## src/rtl/vga_cell_scanout_pkg.sv

```systemverilog
// Shared VGA 640x480@60 timing constants, cell-grid helpers and colour-field
// bit positions for the cell scanout block.
package vga_cell_scanout_pkg;

  localparam int VGA_H_ACTIVE = 640;
  localparam int VGA_H_FP     = 16;
  localparam int VGA_H_SYNC   = 96;
  localparam int VGA_H_BP     = 48;
  localparam int VGA_V_ACTIVE = 480;
  localparam int VGA_V_FP     = 10;
  localparam int VGA_V_SYNC   = 2;
  localparam int VGA_V_BP     = 33;

  // Colour byte layout: bits[7:6] unused, then R, G, B two bits each.
  localparam int RED_HI   = 5;
  localparam int RED_LO   = 4;
  localparam int GREEN_HI = 3;
  localparam int GREEN_LO = 2;
  localparam int BLUE_HI  = 1;
  localparam int BLUE_LO  = 0;

  function automatic int cell_cols(input int h_active, input int cell_w);
    return h_active / cell_w;
  endfunction

  function automatic int cell_rows(input int v_active, input int cell_h);
    return v_active / cell_h;
  endfunction

endpackage

```

## src/rtl/vga_timing_core.sv

```systemverilog
// Pixel tick divider, horizontal/vertical position counters, raw sync levels
// and active-region flag.
module vga_timing_core
  import vga_cell_scanout_pkg::*;
#(
  parameter int H_ACTIVE = VGA_H_ACTIVE,
  parameter int H_FP     = VGA_H_FP,
  parameter int H_SYNC   = VGA_H_SYNC,
  parameter int H_BP     = VGA_H_BP,
  parameter int V_ACTIVE = VGA_V_ACTIVE,
  parameter int V_FP     = VGA_V_FP,
  parameter int V_SYNC   = VGA_V_SYNC,
  parameter int V_BP     = VGA_V_BP,
  parameter bit HS_POL   = 1'b0,
  parameter bit VS_POL   = 1'b0,
  parameter int PCLK_DIV = 2,
  parameter int HW       = 10,
  parameter int VW       = 10
) (
  input  logic          clk,
  input  logic          rst,
  output logic          tick,
  output logic [HW-1:0] hcount,
  output logic [VW-1:0] vcount,
  output logic          h_wrap,
  output logic          v_wrap,
  output logic          active,
  output logic          hsync_raw,
  output logic          vsync_raw
);

  localparam int H_TOTAL = H_ACTIVE + H_FP + H_SYNC + H_BP;
  localparam int V_TOTAL = V_ACTIVE + V_FP + V_SYNC + V_BP;
  localparam int DW      = (PCLK_DIV > 1) ? $clog2(PCLK_DIV) : 1;

  logic [DW-1:0] div_cnt;

  always_ff @(posedge clk or posedge rst) begin
    if (rst) begin
      div_cnt <= '0;
    end else if (div_cnt == DW'(PCLK_DIV - 1)) begin
      div_cnt <= '0;
    end else begin
      div_cnt <= div_cnt + DW'(1);
    end
  end

  // Tick on count zero so the first clk after reset release is already a pixel.
  assign tick   = (div_cnt == '0);
  assign h_wrap = (hcount == HW'(H_TOTAL - 1));
  assign v_wrap = (vcount == VW'(V_TOTAL - 1));

  always_ff @(posedge clk or posedge rst) begin
    if (rst) begin
      hcount <= '0;
      vcount <= '0;
    end else if (tick) begin
      if (h_wrap) begin
        hcount <= '0;
        vcount <= v_wrap ? '0 : vcount + VW'(1);
      end else begin
        hcount <= hcount + HW'(1);
      end
    end
  end

  assign active = (hcount < HW'(H_ACTIVE)) && (vcount < VW'(V_ACTIVE));

  assign hsync_raw = ((hcount >= HW'(H_ACTIVE + H_FP)) &&
                      (hcount <  HW'(H_ACTIVE + H_FP + H_SYNC))) ? HS_POL : ~HS_POL;
  assign vsync_raw = ((vcount >= VW'(V_ACTIVE + V_FP)) &&
                      (vcount <  VW'(V_ACTIVE + V_FP + V_SYNC))) ? VS_POL : ~VS_POL;

endmodule

```

## src/rtl/vga_cell_scanout.sv

```systemverilog
// Cell-based VGA scanout: per-cell VRAM addressing, two-tick colour/sync
// pipeline and frame-synchronous double-buffer swap.
module vga_cell_scanout
  import vga_cell_scanout_pkg::*;
#(
  parameter int H_ACTIVE = VGA_H_ACTIVE,
  parameter int H_FP     = VGA_H_FP,
  parameter int H_SYNC   = VGA_H_SYNC,
  parameter int H_BP     = VGA_H_BP,
  parameter int V_ACTIVE = VGA_V_ACTIVE,
  parameter int V_FP     = VGA_V_FP,
  parameter int V_SYNC   = VGA_V_SYNC,
  parameter int V_BP     = VGA_V_BP,
  parameter bit HS_POL   = 1'b0,
  parameter bit VS_POL   = 1'b0,
  parameter int PCLK_DIV = 2,
  parameter int CELL_W   = 8,
  parameter int CELL_H   = 8,
  parameter int AW       = 13
) (
  input  logic          clk,
  input  logic          rst,
  input  logic          swap_req,
  output logic          swap_ack,
  output logic          buf_sel,
  output logic [AW-1:0] vram_addr,
  output logic          vram_rd_low,
  input  logic [7:0]    vram_data,
  output logic          hsync,
  output logic          vsync,
  output logic [1:0]    vga_red,
  output logic [1:0]    vga_green,
  output logic [1:0]    vga_blue,
  output logic          frame_start
);

  localparam int H_TOTAL = H_ACTIVE + H_FP + H_SYNC + H_BP;
  localparam int V_TOTAL = V_ACTIVE + V_FP + V_SYNC + V_BP;
  localparam int HW      = $clog2(H_TOTAL + 1);
  localparam int VW      = $clog2(V_TOTAL + 1);
  localparam int COLS    = cell_cols(H_ACTIVE, CELL_W);
  localparam int XW      = (CELL_W > 1) ? $clog2(CELL_W) : 1;
  localparam int YW      = (CELL_H > 1) ? $clog2(CELL_H) : 1;

  logic          tick;
  logic [HW-1:0] hcount;
  logic [VW-1:0] vcount;
  logic          h_wrap;
  logic          v_wrap;
  logic          active;
  logic          hsync_raw;
  logic          vsync_raw;

  vga_timing_core #(
    .H_ACTIVE (H_ACTIVE), .H_FP (H_FP), .H_SYNC (H_SYNC), .H_BP (H_BP),
    .V_ACTIVE (V_ACTIVE), .V_FP (V_FP), .V_SYNC (V_SYNC), .V_BP (V_BP),
    .HS_POL   (HS_POL),   .VS_POL (VS_POL), .PCLK_DIV (PCLK_DIV),
    .HW       (HW),       .VW (VW)
  ) u_timing (
    .clk       (clk),
    .rst       (rst),
    .tick      (tick),
    .hcount    (hcount),
    .vcount    (vcount),
    .h_wrap    (h_wrap),
    .v_wrap    (v_wrap),
    .active    (active),
    .hsync_raw (hsync_raw),
    .vsync_raw (vsync_raw)
  );

  logic          h_vis;
  logic          v_vis;
  logic [XW-1:0] px_in_cell;
  logic [YW-1:0] ln_in_cell;
  logic [AW-1:0] row_base;
  logic [AW-1:0] cell_addr;

  assign h_vis = (hcount < HW'(H_ACTIVE));
  assign v_vis = (vcount < VW'(V_ACTIVE));

  // cell_addr always holds the cell address of the current (hcount, vcount).
  always_ff @(posedge clk or posedge rst) begin
    if (rst) begin
      px_in_cell <= '0;
      ln_in_cell <= '0;
      row_base   <= '0;
      cell_addr  <= '0;
    end else if (tick) begin
      if (h_wrap) begin
        px_in_cell <= '0;
        if (v_wrap) begin
          ln_in_cell <= '0;
          row_base   <= '0;
          cell_addr  <= '0;
        end else if (v_vis && (ln_in_cell == YW'(CELL_H - 1))) begin
          ln_in_cell <= '0;
          row_base   <= row_base + AW'(COLS);
          cell_addr  <= row_base + AW'(COLS);
        end else begin
          if (v_vis) ln_in_cell <= ln_in_cell + YW'(1);
          cell_addr <= row_base;
        end
      end else if (h_vis) begin
        if (px_in_cell == XW'(CELL_W - 1)) begin
          px_in_cell <= '0;
          cell_addr  <= cell_addr + AW'(1);
        end else begin
          px_in_cell <= px_in_cell + XW'(1);
        end
      end
    end
  end

  logic act_d;
  logic hs_d;
  logic vs_d;
  logic unused_hi_bits;

  assign unused_hi_bits = ^vram_data[7:6];

  // Stage 1 presents the address; stage 2 captures the returned byte with its syncs.
  always_ff @(posedge clk or posedge rst) begin
    if (rst) begin
      vram_addr   <= '0;
      vram_rd_low <= 1'b1;
      act_d       <= 1'b0;
      hs_d        <= ~HS_POL;
      vs_d        <= ~VS_POL;
      hsync       <= ~HS_POL;
      vsync       <= ~VS_POL;
      vga_red     <= '0;
      vga_green   <= '0;
      vga_blue    <= '0;
    end else if (tick) begin
      vram_rd_low <= ~active;
      if (active) vram_addr <= cell_addr;
      act_d <= active;
      hs_d  <= hsync_raw;
      vs_d  <= vsync_raw;
      hsync <= hs_d;
      vsync <= vs_d;
      if (act_d) begin
        vga_red   <= vram_data[RED_HI:RED_LO];
        vga_green <= vram_data[GREEN_HI:GREEN_LO];
        vga_blue  <= vram_data[BLUE_HI:BLUE_LO];
      end else begin
        vga_red   <= '0;
        vga_green <= '0;
        vga_blue  <= '0;
      end
    end
  end

  logic swap_point;
  logic req_q;
  logic req_rise;
  logic armed;
  logic serve;

  assign swap_point = tick && (hcount == '0) && (vcount == VW'(V_ACTIVE));
  assign req_rise   = swap_req && !req_q;
  assign serve      = swap_point && swap_req && (armed || req_rise);

  // req_q resets high so a request still held across reset is not honoured.
  always_ff @(posedge clk or posedge rst) begin
    if (rst) begin
      req_q       <= 1'b1;
      armed       <= 1'b0;
      buf_sel     <= 1'b0;
      swap_ack    <= 1'b0;
      frame_start <= 1'b0;
    end else begin
      req_q       <= swap_req;
      swap_ack    <= serve;
      frame_start <= tick && (hcount == '0) && (vcount == '0);
      if (serve) begin
        buf_sel <= ~buf_sel;
        armed   <= 1'b0;
      end else if (req_rise) begin
        armed <= 1'b1;
      end
    end
  end

endmodule
```

## config.mk

```make
export PLATFORM = sky130hd
export DESIGN_NAME = vga_cell_scanout
export DESIGN_NICKNAME = d
export VERILOG_FILES = /design/src/rtl/vga_cell_scanout_pkg.sv /design/src/rtl/vga_timing_core.sv /design/src/rtl/vga_cell_scanout.sv
export SDC_FILE = /design/constraint.sdc
export NUM_CORES = 1
export LEC_CHECK = 0
export ABC_CLOCK_PERIOD_IN_PS = 2100
export CORE_AREA = 3 3 124 126
export CTS_BUF_LIST = sky130_fd_sc_hd__clkbuf_2
export DETAILED_ROUTE_END_ITERATION = 7
export DIE_AREA = 0 0 127 129
export HOLD_SLACK_MARGIN = 0.1
export MAX_ROUTING_LAYER = met4
export PLACE_DENSITY = 0.49
export SETUP_SLACK_MARGIN = 0.3
export SLEW_MARGIN = 10
export SYNTH_ARGS = -nofsm -noshare
export SYNTH_HDL_FRONTEND = slang
export SYNTH_HIERARCHICAL = 1
export SYNTH_SLANG_ARGS = --single-unit
```

## constraint.sdc

```tcl
create_clock -name clk -period 2.1 [get_ports clk]
set_clock_uncertainty 0.1 [all_clocks]
set_input_delay 0.42 -clock clk [delete_from_list [all_inputs] [get_ports clk]]
set_output_delay 0.42 -clock clk [all_outputs]
set_load 0.02 [all_outputs]
```

# Word level (Yosys, flattened, before mapping)
# Cells that the tools add are included.
[classes] eq_ne=5 add_sub_neg=7 n_lt_le_gt_ge=6 bitwise_logic=3 n_reduce_logical=23 n_mux=21
[ops] operator="13-bit two-way mux" n=5
[ops] operator="10-bit by 1-bit adder with 10-bit output, second input constant" n=2
[ops] operator="10-bit == test, second input constant" n=2
[ops] operator="10-bit logical NOT" n=2
[ops] operator="10-bit < comparator, second input constant" n=2
[ops] operator="10-bit by 9-bit < comparator with 1-bit output, second input constant" n=2
[ops] operator="10-bit two-way mux" n=2
[ops] operator="3-bit two-way mux" n=6
[ops] operator="13-bit by 1-bit adder with 13-bit output, second input constant" n=1
[ops] operator="13-bit by 7-bit adder with 13-bit output, second input constant" n=1
[ops] operator="10-bit by 9-bit == test with 1-bit output, second input constant" n=1
[ops] operator="10-bit >= comparator, second input constant" n=1
[ops] operator="10-bit by 9-bit >= comparator with 1-bit output, second input constant" n=1
[ops] operator="1-bit logical AND" n=10
[ops] operator="3-bit by 1-bit adder with 3-bit output, second input constant" n=2
[ops] operator="3-bit == test, second input constant" n=2
[ops] operator="2-bit two-way mux" n=3
[ops] operator="2-bit AND reduction" n=3
[ops] operator="3-bit AND reduction" n=2
[ops] operator="2-bit nonzero test" n=3
[ops] operator="1-bit two-way mux" n=5
[ops] operator="1-bit inverter" n=3
[ops] operator="3-bit nonzero test" n=1
[ops] operator="1-bit adder, second input constant" n=1
[ops] operator="other kinds (2)" n=2
[word_totals] reg_bits=83 output_inout_bits=25 elab_cells=87

# Logic depth before layout (Yosys ltp)
# Gate-level depths: netlist of run 1.
[depth] depth_word=6 depth_mapped=9 ltp_nobuf=8

# By module
# Netlist of run 1, hierarchy kept.
[by_module_without_submodules] mod="vga_cell_scanout" cells_per_inst=305 instances=1 area_per_inst_um2=3116.7 seq_area_each_um2=1559.0
[by_module_without_submodules] mod="vga_timing_core" cells_per_inst=120 instances=1 area_per_inst_um2=1151.1 seq_area_each_um2=525.5

# Least setup slack after synthesis of run 1
# No wires, ideal clock.
[synth_timing] path_kind="register to register" startpoint="register u_timing.vcount[6]" endpoint="register row_base[9]" slack_ns=-0.088 setup_time_ns=0.121 path_buffers=1 stages_incl_launch_ff=8 arrival_ns=1.967 cell_sequence="dfrtp_1 -> or3_4 -> nor4_4 -> and2b_1 -> nand2_1 -> buf_2 -> nor2_1 -> a22o_1"
[synth_rtl] element="from (decl)" line="vga_timing_core.sv:24" text="output logic [VW-1:0] vcount,"
[synth_rtl] element="from (signal assigned)" line="vga_timing_core.sv:60" text="vcount <= v_wrap ? '0 : vcount + VW'(1);"
[synth_rtl] element="10-bit == test" line="vga_timing_core.sv:51" text="assign v_wrap = (vcount == VW'(V_TOTAL - 1));"
[synth_rtl] element="named net v_wrap" line="vga_cell_scanout.sv:49" text="logic v_wrap;"
[synth_rtl] element="13-bit two-way mux" line="vga_cell_scanout.sv:92" text="if (v_wrap) begin"
[synth_rtl] element="to (signal assigned)" line="vga_cell_scanout.sv:98" text="row_base <= row_base + AW'(COLS);"
[synth_rtl] element="to (decl)" line="vga_cell_scanout.sv:76" text="logic [AW-1:0] row_base;"
# The timed path passes the listed nets, and every way through them passes these cells.
# A chain may end at the register's enable or synchronous reset.

# Worst setup path in the final report of run 1
[layout_timing] startpoint="register ln_in_cell[0]" endpoint="register cell_addr[10]"
[layout_via] elab_chain_len=5
[layout_rtl] element="from (decl)" line="vga_cell_scanout.sv:75" text="logic [YW-1:0] ln_in_cell;"
[layout_rtl] element="from (signal assigned)" line="vga_cell_scanout.sv:101" text="if (v_vis) ln_in_cell <= ln_in_cell + YW'(1);"
[layout_rtl] element="3-bit == test" line="vga_cell_scanout.sv:96" text="end else if (v_vis && (ln_in_cell == YW'(CELL_H - 1))) begin"
[layout_rtl] element="1-bit logical AND" line="vga_cell_scanout.sv:96"
[layout_rtl] element="13-bit two-way mux (2 in a row)"
[layout_rtl] element="13-bit two-way mux" line="vga_cell_scanout.sv:90" text="if (h_wrap) begin"
[layout_rtl] element="to (signal assigned)" line="vga_cell_scanout.sv:99" text="cell_addr <= row_base + AW'(COLS);"
[layout_rtl] element="to (signal assigned)" line="vga_cell_scanout.sv:102" text="cell_addr <= row_base;"
[layout_rtl] element="to (signal assigned)" line="vga_cell_scanout.sv:107" text="cell_addr <= cell_addr + AW'(1);"
[layout_rtl] element="to (decl)" line="vga_cell_scanout.sv:77" text="logic [AW-1:0] cell_addr;"
# Every way passes these cells.

==> run summary, run 1 <==
===============================================================================
Sequential cell area                                                   2090 µm²
Most used flip-flop cell after synthesis                           sky130_fd_sc_hd__dfrtp_1
WP data arrival                                                         2310 ps
Startpoint Class                                                       register
CTS clock-pin slew for the worst setup and hold paths                    240 ps
Final number of max-transition violations                                     0
Filler Cells Inserted                                                      1419
Number of non-filler instances in the completed layout                      696
Leading cell types in the layout, fill and taps excluded           sky130_fd_sc_hd__dfrtp_1, sky130_fd_sc_hd__buf_4, sky130_fd_sc_hd__nand2_1
Die Width                                                                127 µm
CTS tree                                                                  built
Synthesized area divided by synthesized cell count                     10.0 µm²
Number of clock sinks                                                        83
Count of cells along the worst register-to-register path                      6
Synth warnings                                                                6
Worst EP required                                                       2450 ps
Vias per Instance                                                          5.00
Endpoint class of the critical path                                    register
Syn Std Cell Area                                                      4270 µm²
Post-synth top area share                                                 45.1%
Top achievable clock speed                                            0.510 GHz
Launch point of the worst reg-to-reg path                          ln_in_cell[0]$_DFFE_PP0P_
Slew at the pin closest to its max-slew limit                            381 ps
I/O pin count                                                                36
Layout area overhead                                                      27.4%
Starting density of the core                                              29.6%
Destination of the worst register-to-register timing path          cell_addr[10]$_DFFE_PP0P_
Dominant cells by area after synthesis                             sky130_fd_sc_hd__dfrtp_1, sky130_fd_sc_hd__mux2_2, sky130_fd_sc_hd__o21ai_0
Count of nets left with antenna violations after detail routing               0
Antenna violations before repair                                              1
Buf+Inv Stages, Crit Path                                                     0
Aggregate global routing overflow                                             0
First-pass GRT wire length                                              17.6 mm
Worst slew margin                                                         74.5%
Pre-Repair DR Iteration Count                                                 6
Pwr/cell area                                                        462 nW/µm²
Cell Rows                                                                    44
Final weighted congestion in routability-driven placement                 0.840
Number of enable flip-flop cells after synthesis                              0
Number of H-tree branching levels                                             3
Final Hold Vio Count                                                          0
Synth Net Count                                                             446
Total routing resource utilization after global routing                   13.6%
Worst setup path class                                               reg -> reg
Height of the chip                                                       129 µm
DRC violation count after routing                                             0
Count of final setup violators                                                0
Worst-path fanout max                                                         9
Number of vias in the routed layout                                        3481
Mean routed wirelength per cell                                         14.7 µm
Fin crit share                                                            93.3%
Count of mapped cells out of synthesis                                      425
Async SR Flop Fraction                                                     100%
Number of global-route vias before repair                                  3418
Buffer type at the clock tree root                                 sky130_fd_sc_hd__clkbuf_2
Termination of the worst setup path                                cell_addr[10]$_DFFE_PP0P_
Leading cell type in the layout, fill and taps excluded            sky130_fd_sc_hd__dfrtp_1
Number of logic stages on the critical path including buffering               6
Setup repair after global routing missed its margin                         yes
Number of buffers created by CTS                                              9
Utilization of the core after routing                                     37.7%
Lkg Pwr                                                                 2.44 nW
CP cell instances                                                  ha_1 -> ha_4 -> and3_1 -> o2111ai_1 -> mux2i_1 -> o32a_1
Sequential share of the synthesized area                                  48.8%
Critical path launch point                                         ln_in_cell[0]$_DFFE_PP0P_
CP delay by family, top                                            compound AO/OA/AOI/OAI gates
Critical path's slowest cell                                       sky130_fd_sc_hd__dfrtp_1
Number of register bits inferred by synthesis                                83
Max_cap viols                                                                 0
Multi-input logic area                                                 2170 µm²
Largest stage delay on the critical path                                 420 ps
Worst ir drop on vdd                                                   0.177 mV
# placed instances                                                          662
Post-Route WL                                                           10.3 mm
Final-stage net count                                                       528
Type of the worst min-delay path                                      in -> reg
Pin count of the biggest net entering global routing                         30
Number of DRC markers after the initial detailed-route iteration            264
Worst-skew pair later-pin latency                                        530 ps
Layout cells sized above 1                                                30.5%
Overall power consumption                                             0.00251 W
Result of the run                                                     completed
Number of unique standard cell types used by synthesis                       68
Largest buffer count on any clock path                                        2
Port Buffers                                                                 33
Cell accounting for the most synthesized area                      sky130_fd_sc_hd__dfrtp_1
CORE AREA                                                             14400 µm²
Post-route minimum period                                               1960 ps
Slack of the worst reg-to-reg path                                       140 ps
Dpl hpwl                                                                7.28 mm
Die footprint                                                         16400 µm²
===============================================================================
[worst reg2reg max path: stages, from the launching register on]
cell	delay, ps
sky130_fd_sc_hd__dfrtp_1	420
sky130_fd_sc_hd__ha_1	200
sky130_fd_sc_hd__ha_4	200
sky130_fd_sc_hd__and3_1	230
sky130_fd_sc_hd__o2111ai_1	210
sky130_fd_sc_hd__mux2i_1	210
sky130_fd_sc_hd__o32a_1	310
[worst min path at each step]
stage | cells after the start | endpoint | from
6_report | 1 | req_q$_DFF_PP1_ | swap_req
5_1_grt | 1 | req_q$_DFF_PP1_ | swap_req
4_1_cts | 1 | req_q$_DFF_PP1_ | swap_req
3_5_place_dp | 1 | buf_sel$_DFFE_PP0P_ | buf_sel$_DFFE_PP0P_
3_3_place_gp | 1 | buf_sel$_DFFE_PP0P_ | buf_sel$_DFFE_PP0P_
2_1_floorplan | 1 | u_timing/div_cnt$_DFF_PP0_ | rst
[synthesized netlist by cell type (4+ instances only)]
cell type                  n
sky130_fd_sc_hd__dfrtp_1  77
sky130_fd_sc_hd__nand2_1  41
sky130_fd_sc_hd__o21ai_0  41
sky130_fd_sc_hd__nor2_1   26
sky130_fd_sc_hd__inv_1    23
sky130_fd_sc_hd__mux2_2   19
sky130_fd_sc_hd__a21oi_1  16
sky130_fd_sc_hd__nand3_1  12
sky130_fd_sc_hd__buf_2    11
sky130_fd_sc_hd__nand4_1  11
sky130_fd_sc_hd__ha_1     10
sky130_fd_sc_hd__and3_1    8
sky130_fd_sc_hd__nor3_1    8
sky130_fd_sc_hd__xnor2_1   8
sky130_fd_sc_hd__and2_1    7
sky130_fd_sc_hd__dfstp_2   6
sky130_fd_sc_hd__mux2i_1   5
sky130_fd_sc_hd__nor4_1    5
sky130_fd_sc_hd__or3_1     5
sky130_fd_sc_hd__xor2_1    5
sky130_fd_sc_hd__a21o_1    4
sky130_fd_sc_hd__a22o_1    4
sky130_fd_sc_hd__a31oi_1   4
sky130_fd_sc_hd__and4_1    4
[per-stage QoR]
step	hold WS, ps	worst slack (ps)	TNS [ps]	area, µm²
floorplan	296	-28.0	-107	4290
detailed placement	356	69.8	0	5060
global route	205	29.9	0	5440
CTS	185	156	0	5390
global placement	356	85.3	0	5060
finish	258	141	0	5440
[metal layers]
layer	GRT usage, %	vias up	wire length, µm
li1	-	1712	-
met1	19.0	1699	5150
met2	20.5	57	4610
met3	1.33	13	336
met4	5.11	0	163
met5	-	-	0
[registers in the layout, indices dropped and copies added, names as in the netlist, 2 cells and up]
signal,flops
u_timing/hcount,10
row_base,13
u_timing/vcount,10
ln_in_cell,3
px_in_cell,3
vga_blue,2
vram_addr,13
vga_red,2
vga_green,2
cell_addr,13
[cell type report]
class                      instances  area share (%)
timing repair buffer              87            13.6
multi-input combinational        302            40.0
inverter                          24            1.82
sequential                        83            38.4
clock inverter                     6            1.06
clock buffer                       9           0.828
tap                              184            4.23
antenna                            1          0.0460
[logic make-up after synthesis]
kind of cell / share of synthesized area [%]
buf+inv: 4.02
flops: 48.8
mux: 6.19
xor+xnor: 2.67
fa+ha+maj: 2.93
compound gates: 15.6
simple gates: 19.7
[timing repair]
action,CTS,global route
gates resized for setup,107,38
endpoints found under the hold margin,4,0
setup buffers,10,7
hold buffers,1,0
endpoints found under the setup margin,64,75
pin swaps,2,3
[power by group]
| group | switching [W] | internal [W] | total, W | leakage (nW) |
|---|---|---|---|---|
| sequential | 0.00000294 | 0.00161 | 0.00161 | 1.06 |
| combinational | 0.0000511 | 0.0000326 | 0.0000837 | 1.32 |
| clock | 0.000557 | 0.000258 | 0.000814 | 0.0589 |
Power figures use the tool's default switching activity.
==> run 2, diff against run 1 <==
- CORE_AREA: 3 3 124 126 -> 3 3 93 95
- DIE_AREA: 0 0 127 129 -> 0 0 96 98
- PLACE_DENSITY: 0.49 -> 0.78
==> run summary, run 2 (same netlist as run 1, synthesis figures left out) <==
===============================================================================
Result of the run                                                     completed
Final-stage net count                                                       543
Launch point of the worst reg-to-reg path                          u_timing/vcount[8]$_DFFE_PP0P_
Count of nets left with antenna violations after detail routing               0
I/O pin count                                                                36
Die Width                                                                 96 µm
First-pass GRT wire length                                              17.3 mm
Post-Route WL                                                           11.6 mm
Worst-skew pair later-pin latency                                        510 ps
Number of antenna diodes                                                      0
Port Buffers                                                                 33
Dpl hpwl                                                                6.75 mm
Switching Fraction                                                        22.0%
Number of vias in the routed layout                                        3891
Number of buffers created by CTS                                              9
Worst ir drop on vdd                                                   0.357 mV
Utilization of the core after routing                                     73.1%
CTS clock-pin slew for the worst setup and hold paths                    220 ps
Number of DRC markers after the initial detailed-route iteration            342
CORE AREA                                                              7810 µm²
Worst setup path class                                               reg -> reg
Number of clock sinks                                                        83
Pwr/cell area                                                        483 nW/µm²
Count of final setup violators                                                0
Pre-Repair DR Iteration Count                                                 8
Count of cells along the worst register-to-register path                      9
Vias per Instance                                                          6.19
Final Hold Vio Count                                                          0
Gate power share                                                           2.9%
Final weighted congestion in routability-driven placement                 0.865
Post-route minimum period                                               2060 ps
Setup repair after global routing missed its margin                         yes
WP data arrival                                                         2380 ps
Max_cap viols                                                                 0
Destination of the worst register-to-register timing path          row_base[7]$_DFFE_PP0P_
Pin count of the biggest net entering global routing                         28
Overall power consumption                                             0.00275 W
Sequential group share of total power                                     58.5%
Layout area overhead                                                      33.7%
DRC violation count after routing                                             0
Largest buffer count on any clock path                                        2
Top Registers                                                      cell_addr x13, row_base x13, vram_addr x13
Internal Power                                                        0.00215 W
Leading cell types in the layout, fill and taps excluded           sky130_fd_sc_hd__dfrtp_1, sky130_fd_sc_hd__buf_4, sky130_fd_sc_hd__nand2_1
Leading cell type in the layout, fill and taps excluded            sky130_fd_sc_hd__dfrtp_1
Switching power of the nets                                          0.000605 W
Final number of max-transition violations                                     0
Buffer type at the clock tree root                                 sky130_fd_sc_hd__clkbuf_2
Worst-path fanout max                                                         7
Worst slew margin                                                         72.8%
Mean routed wirelength per cell                                         18.4 µm
Slew at the pin closest to its max-slew limit                            408 ps
Slack of the worst reg-to-reg path                                        40 ps
Endpoint class of the critical path                                    register
Number of H-tree branching levels                                             3
Layout cells sized above 1                                                38.9%
Antenna violations before repair                                              0
Summed negative setup slack over all endpoints                             0 ps
Worst EP required                                                       2410 ps
Number of global-route vias before repair                                  3538
Cell Rows                                                                    32
Die footprint                                                          9410 µm²
Top achievable clock speed                                            0.484 GHz
Total routing resource utilization after global routing                   23.6%
Starting density of the core                                              54.7%
Lkg Pwr                                                                 2.70 nW
Startpoint Class                                                       register
CTS tree                                                                  built
Setup slack after layout                                                35.7 ps
Type of the worst min-delay path                                    in -> async
Height of the chip                                                        98 µm
Place WS                                                                 123 ps
Aggregate global routing overflow                                             0
Clk pwr share                                                             38.6%
Fin crit share                                                            98.3%
Filler Cells Inserted                                                       516
===============================================================================
-- run 2: worst max path at each step --
stage	from	depth (start not counted)	endpoint
after global routing	u_timing/hcount[6]$_DFFE_PP0N_	9	row_base[7]$_DFFE_PP0P_
final	u_timing/vcount[8]$_DFFE_PP0P_	9	row_base[7]$_DFFE_PP0P_
after detailed placement	u_timing/hcount[6]$_DFFE_PP0N_	7	row_base[11]$_DFFE_PP0P_
after global placement	u_timing/hcount[6]$_DFFE_PP0N_	7	row_base[11]$_DFFE_PP0P_
after floorplan	u_timing/vcount[6]$_DFFE_PP0P_	7	row_base[9]$_DFFE_PP0P_
after CTS	vram_rd_low$_DFFE_PP1P_	1	vram_rd_low
-- run 2: layout make-up --
cell class / instances / area (µm²) / share of cell area, %
Tap cell: 102 / 128 / 2.24
Multi-Input combinational cell: 303 / 2360 / 41.4
Clock buffer: 9 / 45.0 / 0.790
Inverter: 24 / 101 / 1.78
Sequential cell: 83 / 2090 / 36.6
Clock inverter: 7 / 116 / 2.04
Timing Repair Buffer: 101 / 862 / 15.1
-- run 2: per-layer routing --
layer | routed length [µm] | vias up | share of wire (%) | global-route usage [%]
li1 | - | 1748 | - | -
met5 | 0 | - | 0 | -
met4 | 385 | 0 | 3.3 | 5.58
met1 | 4880 | 1877 | 42 | 33.0
met2 | 5480 | 213 | 47 | 35.7
met3 | 820 | 53 | 7.1 | 4.16
-- run 2: repair_timing --
| item | 4_1_cts | 5_1_grt |
|---|---|---|
| endpoints found under the setup margin | 67 | 85 |
| pin swaps | 7 | 25 |
| gates cloned | 3 | 2 |
| resized for setup | 88 | 118 |
| buffers inserted | 14 | 18 |
| endpoints found under the hold margin | 0 | 0 |
| hold buffers | 0 | 0 |
-- run 2: worst max-delay path, stage by stage, from the launching register on --
cell	delay, ps
sky130_fd_sc_hd__dfrtp_1	440
sky130_fd_sc_hd__or3_4	400
sky130_fd_sc_hd__nor4_4	230
sky130_fd_sc_hd__buf_4	170
sky130_fd_sc_hd__buf_6	100
sky130_fd_sc_hd__buf_8	120
sky130_fd_sc_hd__buf_6	130
sky130_fd_sc_hd__a31oi_1	50
sky130_fd_sc_hd__o21ai_1	130
sky130_fd_sc_hd__o31ai_1	100
-- run 2: stage by stage --
stage / instances / hold slack (ps) / cell area (µm²)
2_1_floorplan: 425 / 296 / 4290
3_3_place_gp: 576 / 344 / 4930
3_5_place_dp: 576 / 347 / 4930
4_1_cts: 609 / 117 / 5350
5_1_grt: 629 / 96.6 / 5700
6_report: 629 / 143 / 5700
-- run 2: power groups by stage --
stage / Clock [W] / Sequential (W) / Combinational (W)
floorplan: 0 / 0.00165 / 0.0000280
global placement: 0 / 0.00164 / 0.0000839
detailed placement: 0 / 0.00164 / 0.0000856
CTS: 0.00108 / 0.00161 / 0.0000842
global route: 0.00117 / 0.00161 / 0.0000895
finish: 0.00106 / 0.00161 / 0.0000799
